## src/rtl/port_operand_stager.sv

```systemverilog
// port_operand_stager: queues operands, drives them offset onto an instance input,
// waits a settle time, then returns the operand/result pair over valid/ready.
module port_operand_stager #(
  parameter int DEPTH = 4,
  parameter logic signed [31:0] OFFSET = 32'sd2,
  parameter int SETTLE = 1
) (
  input  logic                     clk,
  input  logic                     rst_n,
  input  logic                     in_valid,
  output logic                     in_ready,
  input  logic [31:0]              in_data,
  output logic [31:0]              x_a,
  input  logic [31:0]              x_b,
  output logic                     out_valid,
  input  logic                     out_ready,
  output logic [31:0]              out_arg,
  output logic [31:0]              out_data,
  output logic [$clog2(DEPTH):0]   count,
  output logic                     busy
);
  localparam int AW = $clog2(DEPTH);
  localparam int SW = SETTLE > 1 ? $clog2(SETTLE) : 1;
  typedef enum logic [1:0] {S_IDLE, S_SETTLE, S_EMIT} state_t;
  state_t state;
  logic [31:0] mem [DEPTH];
  logic [AW-1:0] wp, rp;
  logic [SW-1:0] cnt;
  logic push, pop;
  assign in_ready = count < (AW+1)'(DEPTH);
  assign push = in_valid && in_ready;
  assign pop = state == S_IDLE && count != '0;
  assign busy = state != S_IDLE;
  always_ff @(posedge clk) begin
    if (!rst_n) begin
      state <= S_IDLE;
      wp <= '0;
      rp <= '0;
      count <= '0;
      cnt <= '0;
      x_a <= '0;
      out_arg <= '0;
      out_data <= '0;
      out_valid <= 1'b0;
    end else begin
      if (push) begin
        mem[wp] <= in_data;
        wp <= wp + AW'(1);
      end
      if (pop) rp <= rp + AW'(1);
      count <= count + (AW+1)'(push) - (AW+1)'(pop);
      case (state)
        S_IDLE: if (pop) begin
          x_a <= mem[rp] + OFFSET;
          cnt <= SW'(SETTLE - 1);
          state <= S_SETTLE;
        end
        S_SETTLE: if (cnt == '0) begin
          out_data <= x_b;
          out_arg <= x_a;
          out_valid <= 1'b1;
          state <= S_EMIT;
        end else cnt <= cnt - SW'(1);
        S_EMIT: if (out_ready) begin
          out_valid <= 1'b0;
          state <= S_IDLE;
        end
        default: state <= S_IDLE;
      endcase
    end
  end
endmodule
```

## config.mk

```make
export PLATFORM = sky130hd
export DESIGN_NAME = port_operand_stager
export DESIGN_NICKNAME = d
export VERILOG_FILES = /design/src/rtl/port_operand_stager.sv
export SDC_FILE = /design/constraint.sdc
export NUM_CORES = 1
export LEC_CHECK = 0
export CAP_MARGIN = 0
export CORE_AREA = 2 2 138 140
export DETAILED_ROUTE_END_ITERATION = 7
export DIE_AREA = 0 0 140 142
export PLACE_DENSITY_LB_ADDON = 0.3
export SETUP_SLACK_MARGIN = 0.3
export SYNTH_ARGS = -nofsm -noshare
export SYNTH_HDL_FRONTEND = slang
export SYNTH_SLANG_ARGS = --single-unit
```

## constraint.sdc

```tcl
create_clock -name clk -period 3 [get_ports clk]
set_input_delay 0.45 -clock clk [delete_from_list [all_inputs] [get_ports clk]]
set_output_delay 0.45 -clock clk [all_outputs]
set_load 0.005 [all_outputs]
```

==> insert_results.sql <==
INSERT INTO impl_metrics (metric_group, metric, value, unit) VALUES
('place', 'dpl.hpwl', '14300', 'um'),
('drt', 'wl_met1', '9300', 'um'),
('place', 'gp_congestion', '0.852', ''),
('clock_tree', 'post_cts.resized_instances', '3', ''),
('synth', 'synthesis.area', '9270', 'um2'),
('worst_setup_path', 'critical_path.n_buffers_inverters', '1', ''),
('synth', 'synth-simple-area-share', '12.7', '%'),
('synth', 'syn_avg_cell_area', '12.5', 'um2'),
('layout', 'antenna-diode-count', '0', ''),
('die', 'die_area', '19900', 'um2'),
('timing', 'grt_setup_unrepaired', 'true', ''),
('synth', 'synth_seq_area_share', '64.8', '%'),
('drt', 'remaining_drc_errors', '25', ''),
('worst_setup_path', 'cp-start-kind', 'flip-flop', ''),
('drt', 'wire_per_inst', '18.2', 'um'),
('worst_setup_path', 'crit_required', '3.46', 'ns'),
('drt', 'met2WireLength', '9900', 'um'),
('power', 'clock_network_fraction_of_total_power', '30.0', '%'),
('worst_setup_path', 'worst_path_largest_cell_delay', '0.68', 'ns'),
('grt', 'first_global_vias', '6151', ''),
('timing', 'timing.fmax', '0.383', 'GHz'),
('run_status', 'run_status', 'complete, but fails checks', ''),
('power', 'p_sw', '3.12', 'mW'),
('power', 'cellLeakagePower', '4.07', 'nW'),
('layout', 'sequential_cell_area', '6010', 'um2'),
('drt', 'wl', '21100', 'um'),
('worst_setup_path', 'critPathSlowestCell', 'sky130_fd_sc_hd__or4_1', ''),
('power', 'logic_pwr_share', '29.4', '%'),
('min_path', 'timing.hold.worst.class', 'flip-flop to flip-flop', ''),
('power', 'power_frac_seq', '40.6', '%'),
('grt', 'largest_net_degree_at_the_start_of_global_routing', '85', ''),
('layout', 'layout-drive-gt1-share', '10.6', '%'),
('job', 'max_cap_violations', '0', ''),
('drt', 'dr_wl_met3', '1450', 'um'),
('worst_setup_path', 'path_class', 'flip-flop to flip-flop', ''),
('die', 'dieWidth', '140', 'um'),
('timing', 'post_layout_min_period', '2.61', 'ns'),
('timing', 'tns', '0', 'ns'),
('synth', 'synth.ff_latch_count', '236', ''),
('timing', 'maxSlewViolCount', '0', ''),
('min_path', 'hold_depth', '2', ''),
('drt', 'via_per_instance_ratio', '5.46', ''),
('synth', 'synth_cell_types', '49', ''),
('die', 'core', '18500', 'um2'),
('grt', 'grt_pass1_wl', '32700', 'um'),
('timing', 'finalClockSkew', '0.0183', 'ns'),
('layout', 'multi_input_gate_area_in_the_final_layout', '3000', 'um2'),
('layout', 'layout_commonest_cell', 'sky130_fd_sc_hd__clkdlybuf4s50_1', ''),
('place', 'place.port_buffers', '169', ''),
('synth', 'post_synth_mux_area_share', '8.78', '%'),
('synth', 'post_synth_fa_ha_maj_area_fraction', '1.16', '%'),
('grt', 'grt.overflow.total', '0', ''),
('power', 'design_power_total', '10.5', 'mW'),
('worst_setup_path', 'critical_path.reg2reg.endpoint', 'x_a[30]', ''),
('power', 'p_per_area', '872', 'nW/um2'),
('power', 'ir_drop', '0.462', 'mV'),
('worst_setup_path', 'arrival', '3.07', 'ns'),
('run_status', 'violations', 'design-rule violations', ''),
('layout', 'areaGrowthSynthToFinish', '30.3', '%'),
('timing', 'whs', '0.453', 'ns'),
('drt', 'initialDrtViolationCount', '433', ''),
('die', 'floorplan.rows', '50', ''),
('layout', 'num-fill-cells', '1368', ''),
('die', 'die_y', '142', 'um'),
('timing', 'transition_time_of_the_tightest_slew_check_pin', '0.888', 'ns'),
('drt', 'topRoutingLayerUsed', 'met4', ''),
('worst_setup_path', 'r2r_setup_slack', '0.39', 'ns'),
('clock_tree', 'h-tree-depth', '1', ''),
('drt', 'num_vias', '6318', ''),
('layout', 'layout.cells.most_common_list', '169 x sky130_fd_sc_hd__clkdlybuf4s50_1, 150 x sky130_fd_sc_hd__nand2_1, 128 x sky130_fd_sc_hd__edfxtp_1', ''),
('timing', 'hold_viol_final', '0', '');
-- synthesized netlist by cell type, drive strengths merged --
library cell / count / area [um2]
nand2: 150 / 563
edfxtp: 128 / 3840
dfxtp: 108 / 2160
a21oi: 71 / 355
nor2: 35 / 131
clkbuf: 32 / 120
mux4: 32 / 773
buf: 18 / 110
nand3: 17 / 85.1
nand4: 11 / 83.8
inv: 10 / 37.5
o21ai: 10 / 50.1
and3: 9 / 57.6
or3: 9 / 56.3
nor3: 8 / 40.0
xor2: 8 / 70.1
a211oi: 7 / 52.6
ha: 7 / 87.6
o211ai: 7 / 52.6
xnor2: 7 / 61.3
a221o: 6 / 60.1
and4: 6 / 53.8
a31o: 5 / 43.8
a31oi: 5 / 31.3
a32oi: 5 / 43.8
and2: 4 / 25.0
mux2i: 4 / 40.0
a311oi: 3 / 26.3
nor4: 3 / 18.8
nand2b: 2 / 12.5
nor2b: 2 / 12.5
or4: 2 / 15.0
a2bb2oi: 1 / 8.76
a41oi: 1 / 8.76
fa: 1 / 20.0
nor3b: 1 / 7.51
o211a: 1 / 10.0
o221ai: 1 / 8.76
o22a: 1 / 8.76
or2: 1 / 6.26
or4b: 1 / 10.0
-- worst min-delay path, delay by kind of cell, from the launching register on --
family,cells,cell delay [ns]
AOI/OAI and AO/OA,1,0.05
and+or+nand+nor,1,0.05
DFF,1,0.30
-- routing by layer --
metal  GRT usage (%)  up-vias
met4            6.22        0
met5               0        -
met2            35.0      239
li1                -     3056
met3            4.21       29
met1            27.8     2994
-- cells by family (layout without fill, tap and decap cells) --
kind of cell	Yosys count	count (layout)
and+or+nand+nor	261	261
DFF	236	236
AOI/OAI and AO/OA	124	124
buffers and inverters	60	244
muxes	36	36
xor gates and xnor gates	15	15
adders and majority gates	8	8
-- power by group through the flow --
stage	Sequential (mW)	Combinational, mW	Clock (mW)
6_report	4.27	3.10	3.15
5_1_grt	4.33	3.38	3.36
4_1_cts	4.28	3.10	3.21
3_5_place_dp	4.34	3.07	0
3_3_place_gp	4.33	3.03	0
2_1_floorplan	4.23	1.79	0
-- metrics by stage --
step | utilization, % | std cells | cell area (um2) | setup WS (ns)
after floorplan | - | 740 | 9270 | 0.339
after global placement | 60.6 | 1114 | 11200 | 0.279
after detailed placement | 60.6 | 1114 | 11200 | 0.206
after CTS | 65.4 | 1158 | 12100 | 0.269
after global routing | 65.4 | 1158 | 12100 | 0.284
final | 65.4 | 1158 | 12100 | 0.389
-- cell type report --
cell class	count	share of cell area, %
inverters	10	0.311
clock inverters	7	0.954
well taps	234	2.43
multi-input cells	444	24.8
flip-flops and latches	236	49.8
clock buffers	37	6.25
repair buffers	190	15.4
-- worst min-delay path by stage --
| stage | start | endpoint | slack, ns |
|---|---|---|---|
| 6_report | out_data[14] | out_data[14] | 0.45 |
| 5_1_grt | out_data[3] | out_data[3] | 0.47 |
| 4_1_cts | out_data[19] | out_data[19] | 0.45 |
| 3_5_place_dp | out_data[19] | out_data[19] | 0.45 |
| 3_3_place_gp | out_arg[17] | out_arg[17] | 0.44 |
| 2_1_floorplan | state[1] | out_valid | 0.45 |
-- sequential cells by signal, indices dropped and copies added (netlist names), named ones only --
| name | count |
|---|---|
| count | 3 |
| mem | 128 |
| out_arg | 32 |
| out_data | 32 |
| out_valid | 1 |
| rp | 2 |
| state | 2 |
| wp | 2 |
| x_a | 32 |
Power figures use the tool's default switching activity.
==> variant 1, RTL diff (same flow settings) <==
The 3 states of `state_t` get a one-hot encoding in 3 bits.
--- a/src/rtl/port_operand_stager.sv
+++ b/src/rtl/port_operand_stager.sv
@@ -21,7 +21,7 @@
 );
   localparam int AW = $clog2(DEPTH);
   localparam int SW = SETTLE > 1 ? $clog2(SETTLE) : 1;
-  typedef enum logic [1:0] {S_IDLE, S_SETTLE, S_EMIT} state_t;
+  typedef enum logic [2:0] {S_IDLE = 3'b001, S_SETTLE = 3'b010, S_EMIT = 3'b100} state_t;
   state_t state;
   logic [31:0] mem [DEPTH];
   logic [AW-1:0] wp, rp;
Function: no difference found for any inputs over 4 cycles, from zero or initial values and one cycle with rst_n low; so few cycles prove little.
==> variant 1 against the original RTL <==
  * The run still ends with DRC left
  * Non-clock buffer count fell by 4
  * Synthesized area rose by 0.36%
  * Worst setup slack improved by 97 ps
  * Wire length fell by 5.2%
  * Final area fell by 0.81%
  * Total power fell by 7.2%
  * Sequential cell count rose by 1
  * Die area did not move
  * Critical path type unchanged
  * Largest cell class unchanged
  * Largest power group unchanged
==> variant 1: results (changes against the original RTL) <==
| Metric | Value |
|---|---|
| R2R Setup Slk | 490 ps (was 390 ps) |
| Min-delay src | out_arg[5] (was out_data[14]) |
| Worst R2R End | count[2] (was x_a[30]) |
| Via count of the first global-routing pass | 5,855 (was 6,151) |
| Min-Delay Endpoint | out_arg[5] (was out_data[14]) |
| Number of buffers created by CTS | 24 (unchanged) |
| Nets | 969 (was 982) |
| VDD IR max | 0.4673 mV (was 0.4619 mV) |
| Worst R2R Path Depth | 9 (was 6) |
| Area contributors post-synth | edfxtp_1, dfxtp_1, nand2_1, mux4_1, a21oi_1 (was edfxtp_1, dfxtp_1, nand2_1, mux4_2, mux4_1) |
| Syn_nets | 804 (was 816) |
| Resized cells post-CTS | 0 (was 3) |
| Status | finished, violations left (unchanged) |
| Final Skew | 8.712 ps (was 18.28 ps) |
| Gpl congestion | 0.8718 (was 0.8524) |
| Delay of the slowest critical-path stage | 540 ps (was 680 ps) |
| GR Util All Layers | 19.81% (was 20.83%) |
| P_int | 6.878 mW (was 7.407 mW) |
| Top reg by flops | mem (unchanged) |
| Sequential-to-total area share from yosys stat | 64.80% (was 64.82%) |
| Post-DR wirelength/cell | 17.43 um (was 18.18 um) |
| Unique masters post-synth | 47 (was 49) |
| Clk power | 2.89 mW (was 3.15 mW) |
| Max reg flops | 128 (unchanged) |
| P per Cell Area | 816.0 nW/um^2 (was 872.0 nW/um^2) |
| Clock transition at path regs | 60 ps (about the same) |
| Layout cells sized above 1 | 9.221% (was 10.61%) |
| Synth top cells by count | nand2_1, edfxtp_1, dfxtp_1, a21oi_1, clkbuf_1 (was nand2_1, edfxtp_1, dfxtp_1, a21oi_1, nor2_1) |
| Root buffer cell | clkbuf_16 (unchanged) |
| DP HPWL | 13,210 um (was 14,280 um) |
| Leakage | 3.952 nW (was 4.074 nW) |
| Number of remaining DRC errors | 20 (was 25) |
| CP top delay family | adder cells (was simple AND/OR/NAND/NOR gates) |
| Via density | 5.451 (was 5.456) |
| Hold path depth | 2 (unchanged) |
| Global-route wire length before repair | 31,640 um (was 32,730 um) |
| Diodes inserted | 0 (unchanged) |
| Worst path slowest cell | o31ai_4 (was or4_1) |
| CP Max Fanout | 8 (was 11) |
| Failing checks | DRC (unchanged) |
| DRC violation total after the first TritonRoute iteration | 563 (was 433) |
| Worst-Margin Slew | 885.7 ps (was 888.4 ps) |
| Comb. pwr | 2.68 mW (was 3.10 mW) |
| IO buf count | 169 (unchanged) |
| Largest net degree at the start of global routing | 85 (unchanged) |
| Initial antenna violation count | 0 (unchanged) |
| Crit path DAT | 2880 ps (was 3070 ps) |
variant 1: stage by stage:
step	hold slack (ps)	instances	utilization, %	setup WS [ps]	instance area [sq um]
2_1_floorplan	452.7	728	-	348.4	9313
3_3_place_gp	440.9	1101	60.61	460.3	11190
3_5_place_dp	445.9	1101	60.61	389.2	11190
4_1_cts	454.5	1145	64.82	309.9	11960
5_1_grt	466.8	1145	64.87	324.0	11970
6_report	451.3	1145	64.87	486.2	11970
variant 1: worst max path at each step:
stage / slack [ps] / cells after the start / start / end
finish: 490 / 9 / count[1] / count[2]
detailed placement: 390 / 6 / flop / x_a[28]
global route: 320 / 9 / count[1] / count[2]
global placement: 460 / 6 / flop / x_a[30]
CTS: 310 / 6 / flop / x_a[28]
floorplan: 350 / 12 / state[0] / count[2]
variant 1: cells by family after synthesis:
group                      after synthesis  synth area share (%)
AOI/OAI and AO/OA                      136                 8.342
muxes                                   33                 8.531
DFF                                    237                 64.80
and+or+nand+nor                        239                 12.35
adders and majority gates                8                 1.157
buffers and inverters                   59                 3.310
xor gates and xnor gates                16                 1.507
variant 1: worst register-to-register path, stage by stage, from the launching register on:
cell      delay, ps
dfxtp_1         380
o31ai_4         540
clkinv_1        190
ha_1            310
inv_1            40
ha_1            180
fa_1            370
xnor2_1         170
xnor2_1         140
nor2_1           50
variant 1: final cells by class:
type	count	area, sq um
tap	234	292.8
clock buffer	31	689.4
sequential	237	6031
fill	1372	6484
timing repair buffer	186	1832
inverter	12	45.04
clock inverter	13	87.58
multi-input combinational	432	2994
variant 1: layer usage:
metal / global-route usage (%) / wire length, um / up-vias
met5: 0 / 0 / -
met4: 5.742 / 438 / 0
met3: 3.600 / 1191 / 35
met2: 31.60 / 9095 / 215
met1: 28.20 / 9228 / 2978
li1: - / - / 3013
==> variant 2, RTL diff (same settings) <==
Without the edit above. The parameter `DEPTH` goes from 4 to 2.
--- a/src/rtl/port_operand_stager.sv
+++ b/src/rtl/port_operand_stager.sv
@@ -1,7 +1,7 @@
 // port_operand_stager: queues operands, drives them offset onto an instance input,
 // waits a settle time, then returns the operand/result pair over valid/ready.
 module port_operand_stager #(
-  parameter int DEPTH = 4,
+  parameter int DEPTH = 2,
   parameter logic signed [31:0] OFFSET = 32'sd2,
   parameter int SETTLE = 1
 ) (
Interface: changed (resized count); port bits go from 170 to 169. The function was not compared with the original's and may differ.
==> variant 2 against the original RTL <==
  * The run still ends with DRC left
  * Sequential share of layout area fell by 7.3 points
  * Combinational power fell by 34%
  * Largest power group unchanged
  * Wire length shrank 16%
  * Final area down 22%
  * Total power fell by 31%
  * Sequential cell count shrank 68
  * Maximum frequency grew 11%
  * Global-route usage fell by 3.0 points
  * Worst hold slack is essentially flat
  * Worst setup slack improved by 270 ps
  * Synthesized area down 26%
  * Clock power is 30% lower
==> variant 2: results (changes against the original RTL) <==
| Metric | Value |
|---|---|
| Sw Pwr | 2.304 mW (was 3.117 mW) |
| Via density | 5.076 (was 5.456) |
| CP top delay family | compound AO/OA/AOI/OAI gates (was simple AND/OR/NAND/NOR gates) |
| Leakage | 3.131 nW (was 4.074 nW) |
| Crit share post-route | 78.12% (was 87.04%) |
| Worst-Margin Slew | 620.5 ps (was 888.4 ps) |
| Sequential-to-total area share from yosys stat | 58.15% (was 64.82%) |
| Layout area overhead | 36.94% (was 30.26%) |
| WL met1 | 8110 um (was 9299 um) |
| Mapped Cells | 694 (was 740) |
| Failing checks | DRC (unchanged) |
| Nets | 923 (was 982) |
| IO buf count | 168 (was 169) |
| Resized cells post-CTS | 0 (was 3) |
| Gpl congestion | 0.8406 (was 0.8524) |
| Synth Register Bits | 168 (was 236) |
| Max reg flops | 64 (was 128) |
| Count of plain and timing-repair buffers | 183 (was 190) |
| WL met2 | 8279 um (was 9900 um) |
| CP Max Fanout | 26 (was 11) |
| Post-Syn Area | 6885 sq um (was 9265 sq um) |
| Clock tree cell share of total cell area | 6.423% (was 7.205%) |
| Largest net degree at the start of global routing | 50 (was 85) |
| Synth top cells by count | nand2_1, dfxtp_1, a21oi_1, edfxtp_1, nand3_1 (was nand2_1, edfxtp_1, dfxtp_1, a21oi_1, nor2_1) |
| Global-route wire length before repair | 27,920 um (was 32,730 um) |
| Sequential share of cell area | 42.50% (was 49.80%) |
| Post-DR wirelength/cell | 16.18 um (was 18.18 um) |
| Worst-skew pair later-pin latency | 430 ps (was 520 ps) |
| Syn_nets | 765 (was 816) |
| Layout cells sized above 1 | 7.283% (was 10.61%) |
| Number of remaining DRC errors | 25 (unchanged) |
| Area contributors post-synth | dfxtp_1, edfxtp_1, nand2_1, a21oi_1, nand3_1 (was edfxtp_1, dfxtp_1, nand2_1, mux4_2, mux4_1) |
| Final Skew | 7.313 ps (was 18.28 ps) |
| Signal buf overhead | 19.20% (was 15.42%) |
| Unique masters post-synth | 50 (was 49) |
| Met1 Track Usage GR | 24.58% (was 27.77%) |
| Inverters, non-clock | 9 (was 10) |
| Top_reg_cell synth | dfxtp_1 (was edfxtp_1) |
| Worst-case clock buffer depth | 2 (was 3) |
| DP HPWL | 12,880 um (was 14,280 um) |
| R2R Setup Slk | 660 ps (was 390 ps) |
| Multi-input comb cells | 473 (was 444) |
| Routed wl met3 | 1140 um (was 1452 um) |
| Placement Setup Slack | 445.8 ps (was 206.2 ps) |
| GR Layer Usage met2 | 27.98% (was 34.98%) |
| Post-synth EDFFs | 64 (was 128) |
| Worst R2R Path Depth | 7 (was 6) |
| Comb. pwr | 2.05 mW (was 3.10 mW) |
| VDD IR max | 0.4923 mV (was 0.4619 mV) |
| Clock buffer cells | 20 (was 37) |
| Status | finished, violations left (unchanged) |
| GR Util All Layers | 17.88% (was 20.83%) |
| Logic pwr share | 28.2% (was 29.4%) |
| Routed wire length | 17,790 um (was 21,050 um) |
| Clk power | 2.19 mW (was 3.15 mW) |
[variant 2: changes by cell type after synthesis, moves of 8 or more]
cell      delta
mux4_1      -14
nand3b_1     +8
edfxtp_1    -64
a21oi_1      +8
mux4_2      -18
xnor2_1     +10
o21ai_0     +11
clkbuf_1     -8
nor2_1      -19
mux2i_1     +20
nand3_1     +35
xor2_1       -8
[variant 2: how the worst min path moves through the flow]
stage / to / start / slack [ps] / cells past startpoint
floorplan: out_valid / state[1] / 450 / 1
global placement: out_arg[21] / out_arg[21] / 440 / 2
detailed placement: out_data[12] / out_data[12] / 450 / 2
CTS: out_data[12] / out_data[12] / 460 / 2
global route: out_arg[0] / out_arg[0] / 470 / 2
finish: out_arg[6] / out_arg[6] / 450 / 2
[variant 2: cell families (layout without fill, tap and decap cells)]
family          after synthesis  count (layout)  synth area share (%)
compound gates              142             142                 12.38
xor+xnor                     17              17                 2.162
fa+ha+maj                     3               3                0.5452
buf+inv                      53             224                 3.253
flops                       168             168                 58.15
mux                          31              31                 4.634
simple gates                280             280                 18.88
